==> src/rtl/serial_tx.sv <==
// Purpose : frame serializer; start bit, WIDTH data bits LSB-first, optional
//           even parity, stop bit, each bit held CLKS_PER_BIT clocks.
// Latency : first start-bit cycle is the cycle after the accept edge; the
//           frame takes (WIDTH+2+PARITY_EN)*CLKS_PER_BIT cycles, then done pulses.
// Backpressure: in_ready only in IDLE; in_valid while a frame is in flight is
//           ignored and the producer holds its word until in_ready returns.
//
// Ports:
//   clk      rising-edge clock
//   reset    asynchronous, active-low reset
//   in_valid producer has a word on in_data
//   in_data  word to transmit (WIDTH bits)
//   in_ready block can accept a word this cycle (combinational from state)
//   tx       serial line, idles high (registered)
//   busy     frame in progress (registered)
//   done     one-cycle pulse on the first IDLE cycle after a frame (registered)
module serial_tx #(
    parameter int WIDTH        = 8,
    parameter int CLKS_PER_BIT = 4,
    parameter int PARITY_EN    = 0
) (
    input  logic             clk,
    input  logic             reset,
    input  logic             in_valid,
    input  logic [WIDTH-1:0] in_data,
    output logic             in_ready,
    output logic             tx,
    output logic             busy,
    output logic             done
);

    // Counters keep at least one bit so CLKS_PER_BIT=1 / WIDTH=1 still elaborate.
    localparam int DIV_W = (CLKS_PER_BIT > 1) ? $clog2(CLKS_PER_BIT) : 1;
    localparam int BIT_W = (WIDTH > 1) ? $clog2(WIDTH) : 1;
    localparam logic [DIV_W-1:0] DIV_LAST = DIV_W'(CLKS_PER_BIT - 1);
    localparam logic [BIT_W-1:0] BIT_LAST = BIT_W'(WIDTH - 1);

    typedef enum logic [2:0] {
        IDLE   = 3'd0,
        START  = 3'd1,
        DATA   = 3'd2,
        PARITY = 3'd3,
        STOP   = 3'd4
    } state_t;

    state_t             state, state_nxt;
    logic [DIV_W-1:0]   div_q, div_nxt;
    logic [BIT_W-1:0]   bit_q, bit_nxt;
    logic [WIDTH-1:0]   shreg_q, shreg_nxt;
    logic [WIDTH-1:0]   shreg_shifted;
    logic               par_q, par_nxt;
    logic               tx_nxt, busy_nxt, done_nxt;
    logic               bit_end;

    assign in_ready      = (state == IDLE);
    assign bit_end       = (div_q == DIV_LAST);
    assign shreg_shifted = shreg_q >> 1;

    // tx/busy/done are computed for the *next* state so that they come out
    // of flops aligned with the state they describe.
    always_comb begin
        state_nxt = state;
        div_nxt   = div_q;
        bit_nxt   = bit_q;
        shreg_nxt = shreg_q;
        par_nxt   = par_q;
        tx_nxt    = tx;
        busy_nxt  = busy;
        done_nxt  = 1'b0;

        if (state != IDLE) begin
            div_nxt = bit_end ? '0 : div_q + DIV_W'(1);
        end

        case (state)
            IDLE: begin
                if (in_valid) begin
                    state_nxt = START;
                    div_nxt   = '0;
                    bit_nxt   = '0;
                    shreg_nxt = in_data;
                    par_nxt   = ^in_data;
                    tx_nxt    = 1'b0;
                    busy_nxt  = 1'b1;
                end
            end
            START: begin
                if (bit_end) begin
                    state_nxt = DATA;
                    tx_nxt    = shreg_q[0];
                end
            end
            DATA: begin
                if (bit_end) begin
                    if (bit_q == BIT_LAST) begin
                        if (PARITY_EN != 0) begin
                            state_nxt = PARITY;
                            tx_nxt    = par_q;
                        end else begin
                            state_nxt = STOP;
                            tx_nxt    = 1'b1;
                        end
                    end else begin
                        bit_nxt   = bit_q + BIT_W'(1);
                        shreg_nxt = shreg_shifted;
                        tx_nxt    = shreg_shifted[0];
                    end
                end
            end
            PARITY: begin
                if (bit_end) begin
                    state_nxt = STOP;
                    tx_nxt    = 1'b1;
                end
            end
            STOP: begin
                if (bit_end) begin
                    state_nxt = IDLE;
                    tx_nxt    = 1'b1;
                    busy_nxt  = 1'b0;
                    done_nxt  = 1'b1;
                end
            end
            default: begin
                state_nxt = IDLE;
                tx_nxt    = 1'b1;
                busy_nxt  = 1'b0;
            end
        endcase
    end

    always_ff @(posedge clk or negedge reset) begin
        if (!reset) begin
            state   <= IDLE;
            div_q   <= '0;
            bit_q   <= '0;
            shreg_q <= '0;
            par_q   <= 1'b0;
            tx      <= 1'b1;
            busy    <= 1'b0;
            done    <= 1'b0;
        end else begin
            state   <= state_nxt;
            div_q   <= div_nxt;
            bit_q   <= bit_nxt;
            shreg_q <= shreg_nxt;
            par_q   <= par_nxt;
            tx      <= tx_nxt;
            busy    <= busy_nxt;
            done    <= done_nxt;
        end
    end

endmodule

==> config.mk <==
export PLATFORM = sky130hd
export DESIGN_NAME = serial_tx
export DESIGN_NICKNAME = d
export VERILOG_FILES = /design/src/rtl/serial_tx.sv
export SDC_FILE = /design/constraint.sdc
export NUM_CORES = 1
export LEC_CHECK = 0
export ABC_AREA = 1
export CAP_MARGIN = 0
export CORE_AREA = 5 5 59 66
export DETAILED_ROUTE_END_ITERATION = 10
export DIE_AREA = 0 0 64 71
export GPL_TIMING_DRIVEN = 0
export PLACE_DENSITY = 0.6
export SETUP_SLACK_MARGIN = 0.1
export SLEW_MARGIN = 10
export SYNTH_ARGS = -nofsm -noshare
export SYNTH_HDL_FRONTEND = slang
export SYNTH_SLANG_ARGS = --single-unit
export TNS_END_PERCENT = 30
==> constraint.sdc <==
create_clock -name clk -period 3.68 [get_ports clk]
set_input_delay 0.736 -clock clk [delete_from_list [all_inputs] [get_ports clk]]
set_output_delay 0.736 -clock clk [all_outputs]
set_load 0.02 [all_outputs]
==> results.yml <==
logic_synthesis:
  synth_seq_cells: 19
  yosys_warnings: 0
  synth_cells: 144
  yosys-top-cells-area: "dfrtp_1, nand2_1, ha_1"
  synth_cell_types: 18
  syn-cell-area_um2: 1050
  ys_seq_area_frac: 0.452
  synth_fp_nets: 159
  synth_top_cell_area_share: 0.428
  synth_area_leader_cell: "dfrtp_1"
  avgSynthCellArea_um2: 7.32
finish:
  final.fill_count: 353
  finish.utilization: 0.393
  most-common-layout-cells: "nand2_1, dfrtp_1, clkdlybuf4s50_1"
  multi_input_comb_area_um2: 504
  insertedDiodeCount: 0
  area_growth_pct: 20.2
  nets: 178
  drive_gt1_frac: 0.130
  register_area_um2: 477
  layout_commonest_cell: "nand2_1"
setup_path:
  critPathCaptureType: "primary output"
  startpoint_type: "flop"
  reg2reg_depth: 9
  cp.arrival_ns: 1.80
  required_ns: 2.94
  worstPathMaxFanout: 6
  crit_type: "reg -> out"
cts:
  clk_path_buf_depth: 2
  cts_tree: "yes"
  cts_sinks: 19
  holdBufCountCts: 0
  root_buffer: "clkbuf_4"
  cts.repair_timing.setup_buffer_count: 0
  numCtsBuffers: 3
  clk_pin_slew_worst_paths_ns: 0.11
  htree_levels: 1
  cts-resized-gates: 0
  clk_latency_ns: 0.30
global_routing:
  grt_max_degree: 20
  grt_pass1_wl_um: 3710
  gr-total-overflow: 0
  antenna_found_initial: 0
  track_usage: 0.100
  grt_pass1_vias: 917
route:
  drc: 0
  drt_iter0_drc: 26
  vias: 904
  post_drt_wl_per_cell_um: 10.5
  viasPerCell: 4.57
  wl_um: 2090
  ant_nets: 0
  drt_pass1_iterations: 4
run:
  cap_viol_max_count: 0
timing:
  hold_viol: 0
  fmax_mhz: 394
  fin_setup_tns_ns: 0
  setup_viol: 0
  slew-limit-headroom: 0.434
  finalMaxSlewViolations: 0
  rsz0062_at_grt: "false"
  tightestPinTransition_ns: 0.846
  period_needed_ns: 2.54
  fin_crit_sh: 0.689
  hold_ws_ns: 0.473
  fin_skew_ns: 0.00454
placed_design:
  dpl.hpwl_um: 1580
  io_buffer_count: 14
  place.gp.congestion: 0.829
floorplan:
  ios: 15
  start_util: 0.327
  core_um2: 3220
  die_area_um2: 4540
  dieHeight_um: 71
  rows: 22
  die_x_um: 64
pwr:
  vdd_drop_max_mv: 0.392
  p_total_w: 0.00101
  power.leakage_nw: 0.685
  p_per_area_nw_per_um2: 798
hold_path:
  hold_depth: 2
  hold_path_class: "reg -> reg"
outcome:
  status: "finished clean"
[logic make-up (layout without fill, tap and decap cells)]
kind of cell | count (synthesis) | count (layout) | synth area share
compound gates | 10 | 10 | 0.0570
fa+ha+maj | 4 | 4 | 0.0475
buf+inv | 16 | 34 | 0.0689
flops | 19 | 19 | 0.452
simple gates | 95 | 95 | 0.374
[synth_stat cells]
cell     count
buf_8        1
nand2_4      1
inv_1       10
nand3_1      6
nor2_2       2
nand2_2      4
dfstp_2      1
nor3_1       1
buf_2        1
nor2_1      12
o21ai_2      2
o21a_1       1
nand3_2      1
dfrtp_1     18
o21ai_0      7
inv_2        4
nand2_1     68
ha_1         4
[final timing paths]
kind,startpoint,endpoint,slack (ns)
worst min-delay path,tx,tx,0.47
worst max register to register,bit_q[0],bit_q[0],2.21
worst max-delay path,state[1],in_ready,1.14
worst min register to register,tx,tx,0.47
max in group asynchronous,reset,shreg_q[7],2.25
min in group asynchronous,reset,state[1],0.91
[worst max-delay path: stages, from the launching register on]
cell and delay [ns]:
dfrtp_1 0.48, nor2_1 0.20, nand2_1 0.15, inv_1 0.08, clkdlybuf4s50_1 0.60
[metrics by stage]
stage,setup slack (ns),cells,instance area (um2)
after global placement,1.48,194,1240
after CTS,1.12,198,1270
final,1.14,198,1270
after detailed placement,1.47,194,1240
after floorplan,2.09,144,1050
after global routing,1.06,198,1270
[layer usage]
metal | global-route usage | share of wire
met5 | 0 | 0
met4 | 0.0762 | 0.024
met3 | 0.0175 | 0.040
met2 | 0.164 | 0.48
met1 | 0.115 | 0.45
[flip-flops by register name, indices dropped and copies added (netlist names)]
signal and count:
done 1, tx 1, bit_q 3, shreg_q 8
state 3, busy 1, div_q 2
[where the power goes]
group	switching [W]	total (W)	internal (W)
logic	0.000337	0.000541	0.000204
clock network	0.0000646	0.000105	0.0000405
registers	0.0000661	0.000365	0.000299
total	0.000467	0.00101	0.000543
[cell type report]
type / count / share of cell area
timing repair buffer: 14 / 0.111
tap: 36 / 0.0356
multi-input combinational: 109 / 0.398
clock inverter: 1 / 0.00395
inverter: 14 / 0.0415
sequential: 19 / 0.376
buffer: 2 / 0.0158
clock buffer: 3 / 0.0178
Note: power is estimated with default switching activity, not from simulation.
